`src/rtl/divider_iter_if.sv`:
```
// Handshake and operand/result bundle for divider_iter.
// signed_mode exists only when DIVIDER_SIGNED_EN is defined.
interface divider_iter_if #(
  parameter int WIDTH = 32
);
  logic             start;
  logic [WIDTH-1:0] a;
  logic [WIDTH-1:0] b;
`ifdef DIVIDER_SIGNED_EN
  logic             signed_mode;
`endif
  logic             busy;
  logic             done;
  logic [WIDTH-1:0] q;
  logic [WIDTH-1:0] r;
  logic             div_by_zero;

`ifdef DIVIDER_SIGNED_EN
  modport master (
    output start, a, b, signed_mode,
    input  busy, done, q, r, div_by_zero
  );
  modport slave (
    input  start, a, b, signed_mode,
    output busy, done, q, r, div_by_zero
  );
`else
  modport master (
    output start, a, b,
    input  busy, done, q, r, div_by_zero
  );
  modport slave (
    input  start, a, b,
    output busy, done, q, r, div_by_zero
  );
`endif
endinterface

```
`src/rtl/divider_iter.sv`:
```
// Iterative radix-2 restoring divider: one quotient bit per clock, start/busy/done handshake.
// Define DIVIDER_SIGNED_EN to compile in two's-complement mode (signed_mode port).
module divider_iter #(
  parameter int WIDTH = 32
) (
  input  logic          clk,
  input  logic          reset,
  divider_iter_if.slave dif
);

  localparam int CW = $clog2(WIDTH + 1);

  typedef enum logic [1:0] {S_IDLE, S_RUN, S_DONE} state_t;

  state_t           state;
  logic [CW-1:0]    cnt;
  logic [WIDTH-1:0] rem;
  logic [WIDTH-1:0] quo;
  logic [WIDTH-1:0] dvs;
  logic             dz;
  logic             busy_r;
  logic             done_r;
  logic [WIDTH-1:0] q_r;
  logic [WIDTH-1:0] r_r;
  logic             dz_r;

  logic [WIDTH:0]   rem_sh;
  logic [WIDTH:0]   trial;
  logic [WIDTH-1:0] rem_nx;
  logic [WIDTH-1:0] quo_nx;
  logic [WIDTH-1:0] a_mag;
  logic [WIDTH-1:0] b_mag;
  logic [WIDTH-1:0] q_fin;
  logic [WIDTH-1:0] r_fin;

  // quo holds the not-yet-consumed dividend bits on top, quotient bits fill in from below
  always_comb begin
    rem_sh = {rem, quo[WIDTH-1]};
    trial  = rem_sh - {1'b0, dvs};
    rem_nx = rem_sh[WIDTH-1:0];
    quo_nx = {quo[WIDTH-2:0], 1'b0};
    if (!trial[WIDTH]) begin
      rem_nx = trial[WIDTH-1:0];
      quo_nx = {quo[WIDTH-2:0], 1'b1};
    end
  end

`ifdef DIVIDER_SIGNED_EN
  logic neg_q;
  logic neg_r;
  logic a_neg;
  logic b_neg;

  function automatic logic [WIDTH-1:0] cond_neg(input logic [WIDTH-1:0] v, input logic neg);
    logic signed [WIDTH-1:0] sv;
    sv = v;
    return neg ? (-sv) : sv;
  endfunction

  function automatic logic is_neg(input logic [WIDTH-1:0] v, input logic en);
    logic signed [WIDTH-1:0] sv;
    sv = v;
    return en && (sv < 0);
  endfunction

  // Remainder re-signed from |a| also reproduces a itself when dividing by zero
  always_comb begin
    a_neg = is_neg(dif.a, dif.signed_mode);
    b_neg = is_neg(dif.b, dif.signed_mode);
    a_mag = cond_neg(dif.a, a_neg);
    b_mag = cond_neg(dif.b, b_neg);
    q_fin = dz ? '1 : cond_neg(quo_nx, neg_q);
    r_fin = cond_neg(rem_nx, neg_r);
  end
`else
  always_comb begin
    a_mag = dif.a;
    b_mag = dif.b;
    q_fin = dz ? '1 : quo_nx;
    r_fin = rem_nx;
  end
`endif

  always_ff @(posedge clk or posedge reset) begin
    if (reset) begin
      state  <= S_IDLE;
      cnt    <= '0;
      rem    <= '0;
      quo    <= '0;
      dvs    <= '0;
      dz     <= 1'b0;
      busy_r <= 1'b0;
      done_r <= 1'b0;
      q_r    <= '0;
      r_r    <= '0;
      dz_r   <= 1'b0;
`ifdef DIVIDER_SIGNED_EN
      neg_q  <= 1'b0;
      neg_r  <= 1'b0;
`endif
    end else begin
      case (state)
        S_IDLE, S_DONE: begin
          done_r <= 1'b0;
          if (dif.start) begin
            state  <= S_RUN;
            busy_r <= 1'b1;
            cnt    <= '0;
            rem    <= '0;
            quo    <= a_mag;
            dvs    <= b_mag;
            dz     <= (dif.b == '0);
`ifdef DIVIDER_SIGNED_EN
            neg_q  <= a_neg ^ b_neg;
            neg_r  <= a_neg;
`endif
          end else begin
            state <= S_IDLE;
          end
        end
        S_RUN: begin
          rem <= rem_nx;
          quo <= quo_nx;
          cnt <= cnt + CW'(1);
          // Last iteration: results and sign fix-up land on this same edge
          if (cnt == CW'(WIDTH - 1)) begin
            state  <= S_DONE;
            busy_r <= 1'b0;
            done_r <= 1'b1;
            q_r    <= q_fin;
            r_r    <= r_fin;
            dz_r   <= dz;
          end
        end
        default: state <= S_IDLE;
      endcase
    end
  end

  assign dif.busy        = busy_r;
  assign dif.done        = done_r;
  assign dif.q           = q_r;
  assign dif.r           = r_r;
  assign dif.div_by_zero = dz_r;

endmodule

```
`src/flat_wrapper.sv`:
```
// flat-port wrapper written by rule: the top's interface ports become plain ports
module divider_iter_flat 
#(
  parameter int WIDTH = 32
)
  (clk, reset, dif_start, dif_a, dif_b, dif_busy, dif_done, dif_q, dif_r, dif_div_by_zero);
  divider_iter_if #(.WIDTH(WIDTH)) dif_i ();
  input  logic clk;
  input  logic reset;
  input wire logic [$bits(dif_i.start)-1:0] dif_start;
  input wire logic [$bits(dif_i.a)-1:0] dif_a;
  input wire logic [$bits(dif_i.b)-1:0] dif_b;
  output wire logic [$bits(dif_i.busy)-1:0] dif_busy;
  output wire logic [$bits(dif_i.done)-1:0] dif_done;
  output wire logic [$bits(dif_i.q)-1:0] dif_q;
  output wire logic [$bits(dif_i.r)-1:0] dif_r;
  output wire logic [$bits(dif_i.div_by_zero)-1:0] dif_div_by_zero;
  assign dif_i.start = dif_start;
  assign dif_i.a = dif_a;
  assign dif_i.b = dif_b;
  assign dif_busy = dif_i.busy;
  assign dif_done = dif_i.done;
  assign dif_q = dif_i.q;
  assign dif_r = dif_i.r;
  assign dif_div_by_zero = dif_i.div_by_zero;
  divider_iter #(.WIDTH(WIDTH)) u_core (.clk(clk), .reset(reset), .dif(dif_i));
endmodule
```
`config.mk`:
```
export PLATFORM = sky130hd
export DESIGN_NAME = divider_iter_flat
export DESIGN_NICKNAME = d
export VERILOG_FILES = /design/src/rtl/divider_iter_if.sv /design/src/rtl/divider_iter.sv /design/src/flat_wrapper.sv
export SDC_FILE = /design/constraint.sdc
export NUM_CORES = 1
export LEC_CHECK = 0
export BUFFER_PORTS_ARGS = -buffer_cell sky130_fd_sc_hd__buf_2
export CORE_ASPECT_RATIO = 0.75
export CORE_MARGIN = 4
export CORE_UTILIZATION = 45
export CTS_BUF_LIST = sky130_fd_sc_hd__clkbuf_2 sky130_fd_sc_hd__clkbuf_4 sky130_fd_sc_hd__clkbuf_8
export CTS_CLUSTER_SIZE = 20
export DETAILED_ROUTE_END_ITERATION = 8
export PLACE_DENSITY = 0.69
export SYNTH_ARGS = -nofsm -noshare
export SYNTH_HDL_FRONTEND = slang
export SYNTH_SLANG_ARGS = --single-unit
```
`constraint.sdc`:
```
create_clock -name clk -period 7.1 [get_ports clk]
set_input_delay 0.355 -clock clk [delete_from_list [all_inputs] [get_ports clk]]
set_output_delay 0.355 -clock clk [all_outputs]
set_load 0.01 [all_outputs]
```
# Word-level counts from Yosys, hierarchy flattened
# Cells that the tools add are included.
# Widths: inputs -> output; s select.
[totals]
out_inout_bits = 67
inputBits = 67
wordCells = 44
ff_bits = 172
[classes]
n_eq_ne = 5
n_addsub = 2
n_mux = 17
n_reduce_logical = 9
[ops]
columns = ["cell", "count"]
rows = [
  ["$mux 32", 4],
  ["$pmux 32 s2", 2],
  ["$sub 33x32->33", 1],
  ["$logic_not 32->1", 1],
  ["$pmux 6 s2", 1],
  ["$reduce_and 2->1", 4],
  ["$add 6x1->6 const B", 1],
  ["$eq 6x5->1 const B", 1],
  ["$mux 6", 1],
  ["$mux 1", 5],
  ["$pmux 1 s2", 2],
  ["$pmux 2 s2", 1],
  ["$reduce_and 3->1", 1],
  ["$eq 2x1->1 const B", 1],
  ["$eq 2x2->1 const B", 1],
  ["$logic_not 2->1", 1],
  ["$mux 2", 1],
  ["$ne 2x1->1 const B", 1],
  ["$ne 2x2->1 const B", 1],
  ["$reduce_bool 2->1", 1],
  ["$reduce_or 2->1", 1],
]

# Logic depth before layout (Yosys ltp)
# Gate-level depths: netlist of run 1.
[logic_depth]
ltp_word = 4
ltp_mapped = 13

# Worst setup path after synthesis of run 1
# No wires, ideal clock.
[synth_timing]
path_type = "register -> register"
start = "register u_core.quo[31]"
end = "register u_core.r_r[0] (netlist: u_core.dif.r[0])"
n_path_buf = 1
slack_ps = 4334
setup_time_ps = 75
stages_incl_launch_ff = 14
required_time_ps = 7025
arrival_time_ps = 2692
path_cell_list = "dfrtp_1 > inv_1 > ha_1 > inv_1 > fa_1 > a211oi_2 > nor3_1 > o311ai_2 > nand4_1 > and2_4 > o211a_1 > buf_2 > mux2_4 > o21ai_2"
[synth_between]
elab_chain_cells = 2
[synth_lines]
columns = ["element", "line", "rtl"]
rows = [
  ["start, declared", "divider_iter.sv:18", "logic [WIDTH-1:0] quo;"],
  ["start signal, assigned", "divider_iter.sv:110", "quo <= a_mag;"],
  ["start signal, assigned", "divider_iter.sv:123", "quo <= quo_nx;"],
  ["$sub 33x32->33", "divider_iter.sv:39", "trial = rem_sh - {1'b0, dvs};"],
  ["$mux 32 *", "divider_iter.sv:42", "if (!trial[WIDTH]) begin"],
  ["end signal, assigned", "divider_iter.sv:131", "r_r <= r_fin;"],
  ["end, declared", "divider_iter.sv:24", "logic [WIDTH-1:0] r_r;"],
]
# Every way passes the cells marked *; elsewhere a longest branch is shown, timed or not.
# A chain may end at the register's enable or synchronous reset.

# Final worst setup path of run 1
[layout_timing]
start = "register u_core.quo[31]"
end = "register u_core.r_r[22] (netlist: u_core.dif.r[22])"
[layout_between]
elab_chain_cells = 2
[layout_lines]
columns = ["element", "line"]
rows = [
  ["$sub 33x32->33", "divider_iter.sv:39"],
  ["$mux 32", "divider_iter.sv:42"],
]
# No other way between the ends.

==> results of run 1 <==
layout by cell type, fill, tap and decap left out, drive strengths merged, types with 3 or more instances in the layout:
cell type and n:
nor2 82, clkinv 3, xor2 9, a211oi 8, bufinv 3, a21oi 70
a32oi 3, o31ai 4, xnor2 14, buf 140, and2 6, dfrtp 172
and3 5, a21o 16, a31oi 7, a22oi 33, nand2b 6, nor4 10
nor3 12, nor2b 8, clkbuf 21, ha 33, nand2 196, o211ai 7
or3 4, o21ai 112, mux2i 28, nand4 10, a211o 3, o311ai 3
nand3 10, o21bai 6, inv 40
flip-flops by register name (all words and copies together) (netlist names):
| register | cells |
|---|---|
| u_core.rem | 32 |
| u_core.quo | 32 |
| u_core.dz | 1 |
| u_core.state | 2 |
| u_core.dif.busy | 1 |
| u_core.dif.r | 32 |
| u_core.dvs | 32 |
| u_core.dif.done | 1 |
| u_core.dif.q | 32 |
| u_core.dif.div_by_zero | 1 |
| u_core.cnt | 6 |
power groups by stage:
stage | logic [uW] | clock network, uW | registers [uW]
after global routing | 3580 | 797 | 1790
after floorplan | 2290 | 0 | 1760
final | 3200 | 741 | 1730
after CTS | 3180 | 753 | 1720
after global placement | 3110 | 0 | 1730
after detailed placement | 3170 | 0 | 1740
metal layers:
metal | GRT usage | routed length [um]
met2 | 0.2814 | 9080
met5 | 0 | 0
met4 | 0.05493 | 408
met3 | 0.05572 | 1641
met1 | 0.3405 | 12140
logic make-up (layout without fill, tap and decap cells):
group,count (synthesis),count (layout),share of synthesized area
multiplexers,30,30,0.03431
AND/OR/NAND/NOR,359,359,0.1733
XOR/XNOR,23,23,0.02255
flip-flops,172,172,0.4818
AO/OA/AOI/OAI,288,288,0.1973
buffers and inverters,96,209,0.04230
adder cells (fa/ha/maj),34,34,0.04846
per-stage QoR:
step,util,worst slack [ns]
after global routing,0.5240,3.259
after detailed placement,0.5028,3.554
after floorplan,-,2.085
after global placement,0.5028,3.710
final,0.5240,3.532
after CTS,0.5240,3.525
worst max-delay path by stage:
stage	slack (ns)	cells past startpoint	startpoint	endpoint
3_3_place_gp	3.71	13	u_core.quo[31]$_DFFE_PP0P_	u_core.dif.r[9]$_DFFE_PP0P_
4_1_cts	3.52	13	u_core.quo[31]$_DFFE_PP0P_	u_core.dif.r[22]$_DFFE_PP0P_
2_1_floorplan	2.08	1	reset	u_core.cnt[0]$_DFFE_PP0P_
6_report	3.53	13	u_core.quo[31]$_DFFE_PP0P_	u_core.dif.r[22]$_DFFE_PP0P_
3_5_place_dp	3.55	13	u_core.quo[31]$_DFFE_PP0P_	u_core.dif.r[22]$_DFFE_PP0P_
5_1_grt	3.26	13	u_core.quo[31]$_DFFE_PP0P_	u_core.dif.r[22]$_DFFE_PP0P_
area by class of cell:
cell class                      count  share of cell area
Clock buffer                       21             0.02654
Multi-Input combinational cell    734              0.4209
Tap cell                          253             0.03109
Sequential cell                   172              0.4227
Clock inverter                     10             0.01376
Timing Repair Buffer              140             0.07053
Inverter                           38             0.01450
==> impl_metrics.tcl, run 1 <==
set metrics [dict create \
    relSlewSlack 0.2398 \
    cp_slowest_cell "buf_4" \
    cts-resized-gates 0 \
    synth_cell_types 64 \
    regToRegSetupSlack_ns 3.53 \
    cap_violations 0 \
    boundaryPins 134 \
    synth.most_common_cell "nand2_1" \
    drt_iter0_drc 609 \
    cp_common_cell "inv_1" \
    clk_path_buf_depth 2 \
    multi_input_area_mm2 0.004285 \
    num_rows 44 \
    cp_data_required_time_ns 7.43 \
    overflow 0 \
    syn_inst 1002 \
    dp.cells 1337 \
    port_buffers 133 \
    combPwrFrac 0.564 \
    cts_setup_buffers 0 \
    crit_buf_inv 3 \
    dp_hpwl_um 16020 \
    finalInstanceArea_mm2 0.01018 \
    p_int_uw 3110 \
    fin_hold_ws_ns 0.04883 \
    synth_fp_nets 1103 \
    antenna_found_initial 0 \
    synthTopCellsByCount "196 x nand2_1, 172 x dfrtp_1, 82 x nor2_1" \
    holdBufCountCts 0 \
    path_clk_slew_ns 0.09 \
    core_mm2 0.01943 \
    ctsRootBufferMaster "clkbuf_8" \
    period_share 0.5025 \
    clock_sinks 172 \
    grt_pass1_wl_um 37750 \
    setup_violations 0 \
    hold_class "primary input to async pin" \
    stdcell_count 1368 \
    r2r-start "u_core.quo[31]$_DFFE_PP0P_" \
    startpoint_type "flip-flop" \
    outcome "complete, no violations" \
    seq_area_frac_synth 0.4818 \
    final_hold_viol_count 0 \
    synth_top_area_frac 0.4818 \
    numCtsBuffers 17 \
    finalClockSkew_ns 0.01173 \
    synthTopCellsByArea "dfrtp_1 48%, nand2_1 8.2%, ha_1 4.6%" \
    ff2ff_path_depth 13 \
    synth_edf_count 0 \
    ys_seq_elements 172 \
    place_area_mm2 0.009772 \
    synth_area_mm2 0.008934 \
    start_util 0.4597 \
    grt_pass1_vias 7102 \
    areaGrowthSynthToFinish_pct 13.98 \
    insertion_delay_ns 0.48 \
    route.final.wire_length_um 23270 \
    diodes 0 \
    final.fill_count 1843 \
    ys_warn_count 0 \
    regArea_mm2 0.004304 \
    ys.flop_type "dfrtp_1" \
    crit_type "flip-flop to flip-flop" \
    layout.nets 1204 \
    dr_total_vias 7529 \
    cts_tree "yes" \
    async_flop_share 1.000 \
    ir_drop_mv 0.2572 \
    critical-path-top-delay-family "compound AO/OA/AOI/OAI gates" \
    route.detailed.wl_per_inst_um 17.01 \
    die_h_um 130.0 \
    arrival_ns 3.90 \
    remaining_drc_errors 0 \
    drive_gt1_frac 0.1713 \
    postSynthAreaPerCell_um2 8.916 \
    switchingPower_uw 2555 \
    clock.fmax_mhz 280.3 \
    p_per_area_mw_per_mm2 556.3 \
    grt_max_degree 106 \
    fin_setup_tns_ns 0 \
    drt-pass1-iter-count 5 \
    grt_setup_unrepaired "no" \
    yosysTopAreaCell "dfrtp_1" \
    postRouteAntennaNets 0 \
    vias_per_cell 5.504 \
    min_period_ns 3.568 \
    p_sw_frac 0.4510 \
    grtUsageTotal 0.2127 \
    slew_viol_final 0 \
    die_area_mm2 0.02219 \
    worst_pin_slew_ns 1.140 \
    p_leak_uw 0.004761 \
    critPathCaptureType "flip-flop" \
    r2r-end "u_core.dif.r[22]$_DFFE_PP0P_" \
    gp_congestion 0.9494 \
    power_frac_seq 0.305 \
    cp_max_fo 22 \
    power.total_uw 5665 \
    worstPathCellList "inv_1, ha_1, inv_1, fa_1, a211oi_2, nor3_1, o311ai_2, nand4_1, and2_4, o211ai_4, buf_4, mux2i_1, o21ai_1" \
    die_x_um 170.7 \
    h-tree-depth 4 \
    slowest_delay_ns 0.46 \
    clockPowerShare 0.131 \
]
(Power assumes the default switching activity.)
==> run 2: changes to the inputs <==
PLACE_DENSITY = 0.72   (was 0.69)
clock period = 3.15 ns   (was 7.1 ns; I/O delays follow)
==> impl_metrics.tcl, run 2 (synthesis gave the netlist of run 1 again) <==
set metrics [dict create \
    most-common-layout-cells "195 x nand2_1, 172 x dfrtp_1, 133 x buf_2, 81 x nor2_1, 70 x a21oi_1" \
    drt_iter0_drc 660 \
    drive_gt1_frac 0.1982 \
    final.fill_count 1662 \
    worst_pin_slew_ns 0.9660 \
    start_util 0.4597 \
    gp_congestion 0.8958 \
    cap_violations 0 \
    dr_total_vias 8069 \
    layout.nets 1291 \
    min_to "u_core.quo[31]$_DFFE_PP0P_" \
    cts_tree "yes" \
    p_per_area_mw_per_mm2 1271 \
    regArea_mm2 0.004304 \
    ir_drop_mv 0.5563 \
    final_hold_viol_count 0 \
    die_x_um 170.7 \
    route.final.wire_length_um 24970 \
    postRouteAntennaNets 0 \
    ctsRootBufferMaster "clkbuf_8" \
    outcome "complete, no violations" \
    clk_path_buf_depth 2 \
    diodes 0 \
    num_rows 44 \
    antenna_found_initial 0 \
    clock.fmax_mhz 327.8 \
    overflow 0 \
    finalInstanceArea_mm2 0.01132 \
    r2r-end "u_core.rem[11]$_DFFE_PP0P_" \
    drt-pass1-iter-count 5 \
    p_leak_uw 0.005179 \
    path_clk_slew_ns 0.09 \
    vias_per_cell 5.550 \
    mostFrequentLayoutCell "nand2_1" \
    grt_pass1_vias 7562 \
    ff2ff_path_depth 14 \
    setup_violations 0 \
    hold_class "primary input to flip-flop" \
    place_area_mm2 0.009961 \
    crit_type "flip-flop to flip-flop" \
    finalClockSkew_ns 0.01529 \
    multi_input_area_mm2 0.004464 \
    boundaryPins 134 \
    die_area_mm2 0.02219 \
    slew_viol_final 0 \
    r2r-start "u_core.quo[31]$_DFFE_PP0P_" \
    crit_path_start "u_core.quo[31]$_DFFE_PP0P_" \
    insertion_delay_ns 0.46 \
    h-tree-depth 4 \
    startpoint_type "flip-flop" \
    clock_sinks 172 \
    die_h_um 130.0 \
    hold_start "dif_a[31]" \
    grt_setup_unrepaired "yes" \
    period_share 0.9683 \
    core_mm2 0.01943 \
    port_buffers 133 \
    arrival_ns 3.36 \
    dp_hpwl_um 16880 \
    relSlewSlack 0.3560 \
    numCtsBuffers 17 \
    min_period_ns 3.050 \
    critPathCaptureType "flip-flop" \
    cp_max_fo 6 \
    route.detailed.wl_per_inst_um 17.18 \
    grt_pass1_wl_um 39720 \
    remaining_drc_errors 0 \
    power.total_uw 14380 \
    cp_data_required_time_ns 3.46 \
    regToRegSetupSlack_ns 0.1 \
    grt_max_degree 64 \
    holdPathStages 2 \
    grtUsageTotal 0.2240 \
    areaGrowthSynthToFinish_pct 26.70 \
]
-- run 2: timing repair --
item | in CTS | in global routing
hold endpoints to repair | 98 | 0
buffers inserted | 0 | 4
hold buffers | 64 | 0
resized for setup | 0 | 37
endpoints found under the setup margin | 0 | 61
-- run 2: cell type report --
type | count | share of cell area
clock buffer | 20 | 0.02321
multi-input combinational | 734 | 0.3944
clock inverter | 10 | 0.01249
tap | 253 | 0.02797
sequential | 172 | 0.3803
inverter | 38 | 0.01293
timing repair buffer | 227 | 0.1487
-- run 2: routing by layer --
layer / GRT usage / part of all wire / routed length (um)
met1: 0.3435 / 0.48 / 11880
met2: 0.3276 / 0.42 / 10600
met3: 0.04452 / 0.083 / 2075
met4: 0.05446 / 0.017 / 417
met5: 0 / 0 / 0
-- run 2: power by group --
group          switching (uW)  internal, uW
sequential                725          3230
combinational            4820          3980
clock                     810           818
-- run 2: how the worst max path moves through the flow --
stage | depth (start not counted) | slack, ns | to
floorplan | 13 | 0.38 | u_core.dif.r[0]$_DFFE_PP0P_
global placement | 12 | 0.20 | u_core.rem[18]$_DFFE_PP0P_
CTS | 13 | 0.01 | u_core.rem[19]$_DFFE_PP0P_
detailed placement | 13 | 0.03 | u_core.rem[19]$_DFFE_PP0P_
finish | 14 | 0.1 | u_core.rem[11]$_DFFE_PP0P_
global route | 11 | -0.01 | u_core.rem[14]$_DFFE_PP0P_
-- run 2: per-stage QoR --
stage               std cells  hold WS (ns)  setup WS, ns  utilization  TNS (ns)
floorplan                1002        0.2629        0.3838            -         0
global placement         1352        0.3742        0.1981       0.5126         0
detailed placement       1352        0.3764       0.03299       0.5126         0
CTS                      1446      0.005336       0.01208       0.5663         0
global route             1454       0.01656      -0.01359       0.5824  -0.06189
finish                   1454       0.03793       0.09977       0.5824         0
-- run 2: critical path, stage by stage, from the launching register on --
cell,delay (ns)
dfrtp_1,0.38
inv_2,0.07
ha_4,0.13
inv_2,0.04
fa_2,0.39
a211oi_2,0.29
nor3_2,0.08
o311ai_2,0.26
nand4_1,0.16
and2_4,0.21
o211ai_4,0.22
buf_12,0.18
clkbuf_16,0.18
mux2i_2,0.24
o21ai_1,0.08
==> run 3: changes to the inputs <==
MAX_ROUTING_LAYER = met4   (was default)
==> impl_metrics.tcl, run 3 (synthesis gave the netlist of run 1 again) <==
set metrics [dict create \
    areaGrowthSynthToFinish_pct 27.23 \
    most-common-layout-cells "195 x nand2_1, 172 x dfrtp_1, 133 x buf_2, 81 x nor2_1, 70 x a21oi_1" \
    p_sw_frac 0.4423 \
    grt_setup_unrepaired "yes" \
    insertion_delay_ns 0.45 \
    path_clk_slew_ns 0.08 \
    hold_class "primary input to flip-flop" \
    period_share 0.9808 \
    grtUsageTotal 0.2310 \
    ir_drop_mv 0.5405 \
    postRouteAntennaNets 0 \
    drive_gt1_frac 0.2038 \
    relSlewSlack 0.3661 \
    boundaryPins 134 \
    setup_ws_ns 0.06049 \
    multi_input_area_mm2 0.004521 \
    route.final.wire_length_um 25110 \
    dp_hpwl_um 16880 \
    clock.fmax_mhz 323.7 \
    mostFrequentLayoutCell "nand2_1" \
    p_leak_uw 0.005171 \
    grt_max_degree 64 \
    drt-pass1-iter-count 5 \
    final_hold_viol_count 0 \
    antenna_found_initial 0 \
    h-tree-depth 4 \
    die_area_mm2 0.02219 \
    outcome "complete, no violations" \
    startpoint_type "flip-flop" \
    min_period_ns 3.090 \
    cap_violations 0 \
    slew_viol_final 0 \
    grt_pass1_wl_um 39680 \
    clockPowerShare 0.111 \
    route.detailed.wl_per_inst_um 17.26 \
    worst_pin_slew_ns 0.9509 \
    dr_total_vias 8005 \
    start_util 0.4597 \
    port_buffers 133 \
    post-route-util 0.5849 \
    power.total_uw 14600 \
    num_rows 44 \
    grt_pass1_vias 7568 \
    cp_data_required_time_ns 3.45 \
    numCtsBuffers 17 \
    core_mm2 0.01943 \
    drt_iter0_drc 636 \
    ctsRootBufferMaster "clkbuf_8" \
    setup_violations 0 \
    vias_per_cell 5.502 \
    cp_max_fo 4 \
    cts_tree "yes" \
    power_frac_seq 0.272 \
    die_h_um 130.0 \
    fin_hold_ws_ns 0.07131 \
    gp_congestion 0.9110 \
    layout.nets 1292 \
    critPathCaptureType "flip-flop" \
    switchingPower_uw 6456 \
    overflow 0 \
    remaining_drc_errors 0 \
    regArea_mm2 0.004304 \
    final.fill_count 1643 \
    diodes 0 \
    die_x_um 170.7 \
    clock_sinks 172 \
    combPwrFrac 0.616 \
    crit_type "flip-flop to flip-flop" \
    p_int_uw 8141 \
    arrival_ns 3.39 \
    finalClockSkew_ns 0.01435 \
    preCtsSetupSlack_ns 0.03299 \
    p_per_area_mw_per_mm2 1284 \
    clk_path_buf_depth 2 \
]
run 3: cell types whose count changed in the layout (fill, tap and decap cells not counted):
cell,before,now
mux2i_1,13,7
mux2i_2,6,9
mux2i_4,9,12
a211oi_2,1,0
a211oi_4,0,1
buf_16,1,0
buf_4,19,20
buf_6,1,2
run 3: final timing paths:
kind / startpoint / end / slack, ns / cells after the start
setup reg to reg: u_core.quo[31]$_DFFE_PP0P_ / u_core.rem[27]$_DFFE_PP0P_ / 0.06 / 14
setup / recovery: u_core.quo[31]$_DFFE_PP0P_ / u_core.rem[27]$_DFFE_PP0P_ / 0.06 / 14
max in group asynchronous: reset / u_core.dif.r[25]$_DFFE_PP0P_ / 1.79 / 4
min in group asynchronous: reset / u_core.dif.q[7]$_DFFE_PP0P_ / 0.41 / 3
hold / removal: dif_a[31] / u_core.quo[31]$_DFFE_PP0P_ / 0.07 / 2
hold reg to reg: u_core.dif.done$_DFFE_PP0P_ / u_core.dif.done$_DFFE_PP0P_ / 0.49 / 2
run 3: critical path, cell delays in order (launching register included):
cell and delay (ns):
dfrtp_1 0.38, inv_2 0.07, ha_4 0.13, inv_2 0.04, fa_2 0.41, a211oi_4 0.31
nor3_2 0.08, o311ai_2 0.26, nand4_1 0.16, and2_4 0.21, o211ai_4 0.22, buf_6 0.19
clkbuf_16 0.18, mux2i_4 0.24, o21ai_1 0.07
run 3: metal layers:
metal,wire length (um),vias to the layer above,track usage
met3,1788,25,0.04149
met2,10720,290,0.3278
met1,12210,3829,0.3453
li1,-,3861,-
met5,0,-,-
met4,393,0,0.05446
run 3: final cells by class:
class	count	area share
multi-input combinational	734	0.3977
timing repair buffer	228	0.1473
tap	253	0.02785
inverter	38	0.01288
clock inverter	10	0.01244
sequential	172	0.3787
clock buffer	20	0.02312
run 3: power by group through the flow:
stage	sequential, uW	clock (uW)	combinational (uW)
floorplan	3980	0	5160
global placement	3920	0	7180
detailed placement	3940	0	7340
CTS	3910	1670	7450
global route	4100	1760	9840
finish	3970	1630	9000
run 3: per-stage QoR:
stage                     instance area (um2)  instances  setup TNS [ns]
final                                   11370       1455               0
after global placement                   9961       1352               0
after floorplan                          8937       1002               0
after detailed placement                 9961       1352               0
after global routing                    11370       1455          -1.775
after CTS                               11010       1446               0
run 3: timing repair:
action,4_1_cts,5_1_grt
hold endpoints to repair,98,0
setup endpoints to repair,0,61
hold buffers,64,0
resized for setup,0,47
buffers inserted,0,5
